**src/rtl/seq_mon_pkg.sv**
```systemverilog
// Shared types, code constants and transition-relation helpers for the sequencer monitor.
package seq_mon_pkg;

    localparam int unsigned CODE_W = 3;
    localparam int unsigned HOLD_W = 8;

    typedef enum logic [1:0] {IDLE, TRACK, FAIL} state_t;

    localparam logic [CODE_W-1:0] C_S0 = 3'd0;
    localparam logic [CODE_W-1:0] C_S2 = 3'd2;
    localparam logic [CODE_W-1:0] C_S6 = 3'd6;
    localparam logic [CODE_W-1:0] C_S3 = 3'd3;
    localparam logic [CODE_W-1:0] C_S7 = 3'd7;

    // Self-loops are always legal; otherwise only the ring steps and 3->7.
    function automatic logic legal_step(input logic [CODE_W-1:0] prev,
                                        input logic [CODE_W-1:0] code);
        legal_step = (prev == code)
                   || (prev == C_S0 && code == C_S2)
                   || (prev == C_S2 && code == C_S6)
                   || (prev == C_S6 && code == C_S0)
                   || (prev == C_S3 && code == C_S7);
    endfunction

    function automatic logic is_ring(input logic [CODE_W-1:0] code);
        is_ring = (code == C_S0) || (code == C_S2) || (code == C_S6);
    endfunction

    function automatic logic is_bad(input logic [CODE_W-1:0] code);
        is_bad = code[2] & code[0];
    endfunction

endpackage

```
**src/rtl/seq_monitor_if.sv**
```systemverilog
// Observed code stream plus the monitor's verdict outputs.
interface seq_monitor_if
    import seq_mon_pkg::*;
#(
    parameter int unsigned LAP_W = 8
);
    logic              valid;
    logic [CODE_W-1:0] code;
    logic              armed;
    logic              trans_err;
    logic              bad_err;
    logic              stall_err;
    logic [CODE_W-1:0] err_prev;
    logic [CODE_W-1:0] err_code;
    logic [LAP_W-1:0]  laps;

    modport master (
        output valid, code,
        input  armed, trans_err, bad_err, stall_err, err_prev, err_code, laps
    );

    modport slave (
        input  valid, code,
        output armed, trans_err, bad_err, stall_err, err_prev, err_code, laps
    );
endinterface

```
**src/rtl/seq_monitor_sat_counter.sv**
```systemverilog
// Saturating up-counter with synchronous clear; never wraps.
module sat_counter #(
    parameter int unsigned W = 8
) (
    input  logic         clk,
    input  logic         reset,
    input  logic         clr,
    input  logic         inc,
    output logic [W-1:0] count
);
    localparam logic [W-1:0] CNT_MAX = '1;

    always_ff @(posedge clk) begin
        if (!reset) begin
            count <= '0;
        end else if (clr) begin
            count <= '0;
        end else if (inc && count != CNT_MAX) begin
            count <= count + W'(1);
        end
    end
endmodule

```
**src/rtl/seq_monitor.sv**
```systemverilog
// Passive checker of a 3-bit sequencer state stream against its legal transition relation.
module seq_monitor
    import seq_mon_pkg::*;
#(
    parameter int unsigned MAX_HOLD = 4,
    parameter int unsigned LAP_W    = 8
) (
    input  logic clk,
    input  logic reset,
    seq_monitor_if.slave mon
);
    state_t            state, state_nx;
    logic [CODE_W-1:0] prev, prev_nx;
    logic              armed_nx, trans_nx, bad_nx, stall_nx;
    logic [CODE_W-1:0] err_prev_nx, err_code_nx;
    logic              lap_inc, hold_clr, hold_inc;
    logic [HOLD_W-1:0] hold_cnt;
    logic [LAP_W-1:0]  laps_q;
    logic              same;

    assign same     = (mon.code == prev);
    assign mon.laps = laps_q;

    // State and registered verdict outputs.
    always_ff @(posedge clk) begin
        if (!reset) begin
            state         <= IDLE;
            prev          <= '0;
            mon.armed     <= 1'b0;
            mon.trans_err <= 1'b0;
            mon.bad_err   <= 1'b0;
            mon.stall_err <= 1'b0;
            mon.err_prev  <= '0;
            mon.err_code  <= '0;
        end else begin
            state         <= state_nx;
            prev          <= prev_nx;
            mon.armed     <= armed_nx;
            mon.trans_err <= trans_nx;
            mon.bad_err   <= bad_nx;
            mon.stall_err <= stall_nx;
            mon.err_prev  <= err_prev_nx;
            mon.err_code  <= err_code_nx;
        end
    end

    // Next-state and flag logic; nothing moves without valid.
    always_comb begin
        state_nx    = state;
        prev_nx     = prev;
        armed_nx    = mon.armed;
        trans_nx    = mon.trans_err;
        bad_nx      = mon.bad_err;
        stall_nx    = mon.stall_err;
        err_prev_nx = mon.err_prev;
        err_code_nx = mon.err_code;
        lap_inc     = 1'b0;
        hold_clr    = 1'b0;
        hold_inc    = 1'b0;

        if (mon.valid) begin
            prev_nx  = mon.code;
            hold_clr = !same;
            hold_inc = same;
            if (is_bad(mon.code)) begin
                bad_nx = 1'b1;
            end
            // This repeat pushes hold_cnt past MAX_HOLD.
            if (same && is_ring(mon.code) && hold_cnt >= HOLD_W'(MAX_HOLD)) begin
                stall_nx = 1'b1;
            end

            case (state)
                IDLE: begin
                    if (mon.code == C_S0) begin
                        state_nx = TRACK;
                        armed_nx = 1'b1;
                    end else begin
                        state_nx    = FAIL;
                        trans_nx    = 1'b1;
                        err_prev_nx = C_S0;
                        err_code_nx = mon.code;
                    end
                end
                TRACK: begin
                    if (legal_step(prev, mon.code)) begin
                        lap_inc = (prev == C_S6) && (mon.code == C_S0);
                    end else begin
                        state_nx    = FAIL;
                        trans_nx    = 1'b1;
                        err_prev_nx = prev;
                        err_code_nx = mon.code;
                    end
                end
                FAIL: begin
                    state_nx = FAIL;
                end
                default: begin
                    state_nx = IDLE;
                end
            endcase
        end
    end

    sat_counter #(.W(LAP_W)) u_laps (
        .clk   (clk),
        .reset (reset),
        .clr   (1'b0),
        .inc   (lap_inc),
        .count (laps_q)
    );

    sat_counter #(.W(HOLD_W)) u_hold (
        .clk   (clk),
        .reset (reset),
        .clr   (hold_clr),
        .inc   (hold_inc),
        .count (hold_cnt)
    );
endmodule

```
**src/flat_wrapper.sv**
```systemverilog
// flat-port wrapper written by rule: the top's interface ports become plain ports
module seq_monitor_flat import seq_mon_pkg::*;
#(
    parameter int unsigned MAX_HOLD = 4,
    parameter int unsigned LAP_W    = 8
)
  (clk, reset, mon_valid, mon_code, mon_armed, mon_trans_err, mon_bad_err, mon_stall_err, mon_err_prev, mon_err_code, mon_laps);
  seq_monitor_if #(.LAP_W(LAP_W)) mon_i ();
  input  logic clk;
  input  logic reset;
  input wire logic [$bits(mon_i.valid)-1:0] mon_valid;
  input wire logic [$bits(mon_i.code)-1:0] mon_code;
  output wire logic [$bits(mon_i.armed)-1:0] mon_armed;
  output wire logic [$bits(mon_i.trans_err)-1:0] mon_trans_err;
  output wire logic [$bits(mon_i.bad_err)-1:0] mon_bad_err;
  output wire logic [$bits(mon_i.stall_err)-1:0] mon_stall_err;
  output wire logic [$bits(mon_i.err_prev)-1:0] mon_err_prev;
  output wire logic [$bits(mon_i.err_code)-1:0] mon_err_code;
  output wire logic [$bits(mon_i.laps)-1:0] mon_laps;
  assign mon_i.valid = mon_valid;
  assign mon_i.code = mon_code;
  assign mon_armed = mon_i.armed;
  assign mon_trans_err = mon_i.trans_err;
  assign mon_bad_err = mon_i.bad_err;
  assign mon_stall_err = mon_i.stall_err;
  assign mon_err_prev = mon_i.err_prev;
  assign mon_err_code = mon_i.err_code;
  assign mon_laps = mon_i.laps;
  seq_monitor #(.MAX_HOLD(MAX_HOLD), .LAP_W(LAP_W)) u_core (.clk(clk), .reset(reset), .mon(mon_i));
endmodule
```
**config.mk**
```make
export PLATFORM = sky130hd
export DESIGN_NAME = seq_monitor_flat
export DESIGN_NICKNAME = d
export VERILOG_FILES = /design/src/rtl/seq_mon_pkg.sv /design/src/rtl/seq_monitor_if.sv /design/src/rtl/seq_monitor_sat_counter.sv /design/src/rtl/seq_monitor.sv /design/src/flat_wrapper.sv
export SDC_FILE = /design/constraint.sdc
export NUM_CORES = 1
export LEC_CHECK = 0
export CORE_AREA = 5 5 72 74
export DETAILED_ROUTE_END_ITERATION = 7
export DIE_AREA = 0 0 77 79
export PLACE_DENSITY_LB_ADDON = 0.12
export SETUP_SLACK_MARGIN = 0.1
export SLEW_MARGIN = 20
export SYNTH_ARGS = -nofsm -noshare
export SYNTH_HDL_FRONTEND = slang
export SYNTH_HIERARCHICAL = 1
export SYNTH_SLANG_ARGS = --single-unit
```
**constraint.sdc**
```tcl
create_clock -name clk -period 6.8 [get_ports clk]
set_clock_uncertainty 0.1 [all_clocks]
set_input_delay 1.7 -clock clk [delete_from_list [all_inputs] [get_ports clk]]
set_output_delay 1.7 -clock clk [all_outputs]
set_load 0.01 [all_outputs]
```
**After elaboration in Yosys (flattened, before gate mapping)**

Index checks and enable logic that the tools add are counted.

- Bitwise operators: 2
- Muxes and demuxes: 17
- Equality and inequality tests: 14
- Reduce and logical (&&, ||, !) cells: 25
- Order comparisons: 1
- $add $sub $neg: 2

Operator list:

| operator | number |
|---|---|
| 8-bit by 1-bit adder with 8-bit output (second input constant) | 2 |
| 8-bit inequality test (second input constant) | 2 |
| 3-bit two-way mux | 4 |
| 3-bit one-hot mux with 2 select lines | 2 |
| 3-bit by 2-bit equality test with 1-bit output (second input constant) | 3 |
| 3-bit equality test (second input constant) | 3 |
| 8-bit by 3-bit >= comparator with 1-bit output (second input constant) | 1 |
| 1-bit logical AND | 8 |
| 1-bit two-way mux | 7 |
| 3-bit equality test | 2 |
| 3-bit logical NOT | 2 |
| 1-bit logical OR | 6 |
| 2-bit one-hot mux with 3 select lines | 1 |
| 2-bit AND reduction | 3 |
| 2-bit two-way mux | 2 |
| 2-bit inequality test (second input constant) | 2 |
| 4-bit AND reduction | 1 |
| 3-bit AND reduction | 1 |
| 2-bit by 1-bit equality test with 1-bit output (second input constant) | 1 |
| 2-bit equality test (second input constant) | 1 |
| 2-bit logical NOT | 1 |
| 1-bit one-hot mux with 2 select lines | 1 |
| 2-bit nonzero test | 1 |
| 2-bit OR reduction | 1 |
| 3 further kinds | 3 |

- Register bits: 31
- Output and inout port bits: 18

**Longest topological paths before layout**

- Depth after elaboration: 10
- Depth in mapped cells: 7
- Mapped depth without buffers: 7

**Hierarchy**

The synthesis kept the hierarchy.

Modules (own cells, without submodules):

| module | seq. area each (um^2) | area an instance (um^2) | times used | cells each |
|---|---|---|---|---|
| seq_monitor | 300.3 | 878.3 | 1 | 96 |
| sat_counter | 160.2 | 421.7 | 2 | 46 |

**Worst setup path before layout**

OpenSTA, ideal clock, no wires.

- Path type: input to register
- Start point: in mon_code[0]
- End point: reg u_core.u_laps.count[5]
- Setup slack: 3.346 ns
- Path buffers: 1
- Stages: 6
- Required time: 6.628 ns
- Arrival time: 3.282 ns
- Cell sequence: buf_2 or3_2 nor3_1 nand4_1 a211oi_2 mux2i_1

- Word-level cells in the longest chain between the ends: 10

Ends and longest elaborated chain:

| item | line | text |
|---|---|---|
| start: declaration | flat_wrapper.sv:12 | `input wire logic [$bits(mon_i.code)-1:0] mon_code;` |
| 3-bit by 2-bit equality test with 1-bit output | seq_mon_pkg.sv:19 | `\|\| (prev == C_S0 && code == C_S2)` |
| 1-bit logical AND | seq_mon_pkg.sv:19 |  |
| 1-bit logical OR | seq_mon_pkg.sv:19 |  |
| 1-bit logical OR | seq_mon_pkg.sv:20 | `\|\| (prev == C_S2 && code == C_S6)` |
| 1-bit logical OR | seq_mon_pkg.sv:21 | `\|\| (prev == C_S6 && code == C_S0)` |
| 1-bit logical OR | seq_mon_pkg.sv:22 | `\|\| (prev == C_S3 && code == C_S7);` |
| 1-bit two-way mux (*) | seq_monitor.sv:86 | `if (legal_step(prev, mon.code)) begin` |
| 1-bit two-way mux (*) | seq_monitor.sv:73 | `case (state)` |
| 1-bit two-way mux (*) | seq_monitor.sv:61 | `if (mon.valid) begin` |
| via u_core.lap_inc | seq_monitor.sv:16 | `logic lap_inc, hold_clr, hold_inc;` |
| 1-bit logical AND (*) | seq_monitor_sat_counter.sv:18 | `end else if (inc && count != CNT_MAX) begin` |
| end signal: assignment | seq_monitor_sat_counter.sv:19 | `count <= count + W'(1);` |
| end: declaration | seq_monitor_sat_counter.sv:9 | `output logic [W-1:0] count` |

Mark *: on every way through the listed nets, which the timed path passes. The rest lies on a longest branch.
A chain may end at the register's enable or synchronous reset.

**Worst setup path in the final report**

- Start point: in mon_code[2]
- End point: reg u_core.u_laps.count[5]

Same word-level chain as after synthesis.

==> metrics <==
postcts setup bufs 0; vias per cell ~5.4; Yosys cell types 40; # IOs 24; Synth Warn # 6; Leak just under 0.8 nW; port bufs 23; Seq/Total Area, Yosys 0.3605; CTS buffer count 5; Seq cells post-synth 31; drt pass-1 iters 4; DR iter-0 viols 42; hold slack 0.3586 ns; Nets 221; crit path max fanout 10; Post-Synthesis Cell Area 0.001722 sq mm; TNS Setup 0 ns; Starting Density 0.3796; Peak supply drop roughly 0.000098 V; fin worst setup slack 2.837 ns; Slowest cell on crit path clkdlybuf4s50_1; Area growth syn-to-layout 19.48%; period utilization 0.5829; max-cap violations 0; Hold Path Cell Cnt 2; layout cells sized above 1 0.09479; # rows 25; post-route ant nets 0; top post-synthesis cells by area dfxtp_1 (36%), mux2i_1 (9.9%), nor2b_1 (5.5%), nand2_1 (4.4%), and4_1 (4.1%); Power Total 398.3 uW; CP Capture Type flop; vias in the first global route 1385; placed wire-length estimate between 2000 and 3000 um; total track usage 0.1280; Routed WL per cell 13.96 um; core footprint 0.004536 sq mm; Post-Synthesis Cells around 190; top-count cell post-synth dfxtp_1; largest net degree at the start of global routing 26; Post-synth top flop dfxtp_1; CTS Hold Bufs 0; FMAX around 250 MHz; DRC viols 0; total gr overflow 0; drt total wl roughly 3700 um; CP Launch Type primary input; first-pass GRT wire length 6341 um; area share of the largest cell type after synthesis 0.3605; ys async rst share 0; CTS Buffer Depth 2; worst slew pin tran between 0.8 and 0.9 ns; Hold WC Path Type reg -> reg; area leader, netlist dfxtp_1; GPL Wtd Cong 0.7887; outcome finished clean; initial antenna violation count 0; worst reg2reg path depth 5; # setup viols final 0; Tmin final slightly below 4 ns; # diodes 0; DIE HEIGHT 79 um; FILL cells approximately 440; syn_area_per_cell 9.158 sq um; Root Driver clkbuf_8; post-CTS sizing 0; crit path DAT approximately 4.1 ns; Vias between 1000 and 1500; power per cell area about 190 mW/mm^2; relative slew slack 0.4529; # H-tree levels 2; critical setup path kind in -> reg; clock sink total 31; DIE AREA 0.006083 sq mm; Hold Vio Cnt, Final 0; critical-path cell list clkdlybuf4s50_1 -> or3_2 -> nor3_1 -> nand4_1 -> a211oi_2 -> mux2i_1; Worst-Skew Late Latency 0.28 ns; CTS tree built; EDFF count, synth 0; Post-synth top cells dfxtp_1 (31), nand2_1 (20), mux2i_1 (17); Final Max Slew Viols 0; RSZ-0062 raised after global routing false; Required @ worst endpoint 6.91 ns; crit-path max cell delay between 0.5 and 0.6 ns; Place WS 2.582 ns; die width 77 um; clock-pin slew on the worst setup and hold paths 0.06 ns
-- power breakdown --
part / switching, mW / internal, mW
logic: 0.0243 / 0.0231
registers: 0.00526 / 0.187
clock network: 0.0662 / 0.0923
-- per-stage QoR --
| step | cell area, sq um | utilization | cells |
|---|---|---|---|
| final | 2057 | 0.4535 | 265 |
| after global routing | 2057 | 0.4535 | 265 |
| after CTS | 2057 | 0.4535 | 265 |
| after detailed placement | 1957 | 0.4314 | 257 |
| after global placement | 1957 | 0.4314 | 257 |
| after floorplan | 1725 | - | 189 |
-- cells by family (layout without fill, tap and decap cells) --
kind of cell | Yosys count | count (layout) | share of synthesized area
simple gates | 82 | 82 | 0.2791
buf+inv | 13 | 35 | 0.04723
other cells | 1 | 2 | 0.002178
fa+ha+maj | 5 | 5 | 0.03634
flops | 31 | 31 | 0.3605
xor+xnor | 2 | 2 | 0.01018
compound gates | 37 | 37 | 0.1657
mux | 17 | 17 | 0.09884
-- layer usage --
layer  part of all wire  vias to the layer above  GRT usage
met3              0.027                        4    0.04989
met2               0.49                       21     0.2063
met1               0.47                      672     0.1504
met4              0.011                        0    0.05670
li1                   -                      727          -
met5                  0                        -          0
-- flip-flops by register name (all words and copies together) (netlist names), 2 cells and up --
| name | count |
|---|---|
| u_core/u_hold/count | 8 |
| u_core/prev | 3 |
| u_core/mon.err_code | 3 |
| u_core/state | 2 |
| u_core/u_laps/count | 8 |
| u_core/mon.err_prev | 3 |
-- cells in the final DEF (no fill, tap or decap), types with 2 or more instances in the layout --
cell              n
nand3_1           5
a21oi_1          12
nand4_1           3
inv_1             4
and4_4            2
conb_1            2
o21ai_0           4
clkbuf_8          7
a311oi_1          2
nor2_1            4
nor2b_2           2
nand2b_1          7
ha_1              5
nor2b_1          15
dfxtp_1          31
nor3_1            7
a31oi_1           6
nand2_1          20
and3_1            2
a211oi_2          2
and4_1            8
mux2i_1          17
o211a_1           3
clkdlybuf4s50_1  23
xnor2_1           2
a21boi_2          2
-- path summary, 6_finish.rpt --
kind	from	endpoint	slack, ns
max	mon_code[2]	u_core/u_laps/count[5]	2.84
min	u_core/mon.err_prev[2]	u_core/mon.err_prev[2]	0.36
max reg2reg	u_core/prev[1]	u_core/mon.err_prev[2]	4.67
min reg2reg	u_core/mon.err_prev[2]	u_core/mon.err_prev[2]	0.36
-- cell type report --
| class | count | area [sq um] | share of cell area |
|---|---|---|---|
| clock buffer | 8 | 100.1 | 0.04866 |
| multi-input combinational | 145 | 1023 | 0.4976 |
| sequential | 31 | 620.6 | 0.3017 |
| tap | 54 | 67.56 | 0.03285 |
| timing repair buffer | 23 | 230.2 | 0.1119 |
| inverter | 4 | 15.01 | 0.007299 |
-- critical path: cells and delay by family --
family | cells | cell delay [ns]
buf+inv | 1 | 0.59
compound gates | 1 | 0.26
mux | 1 | 0.20
simple gates | 3 | 1.31
Power figures use the tool's default switching activity.
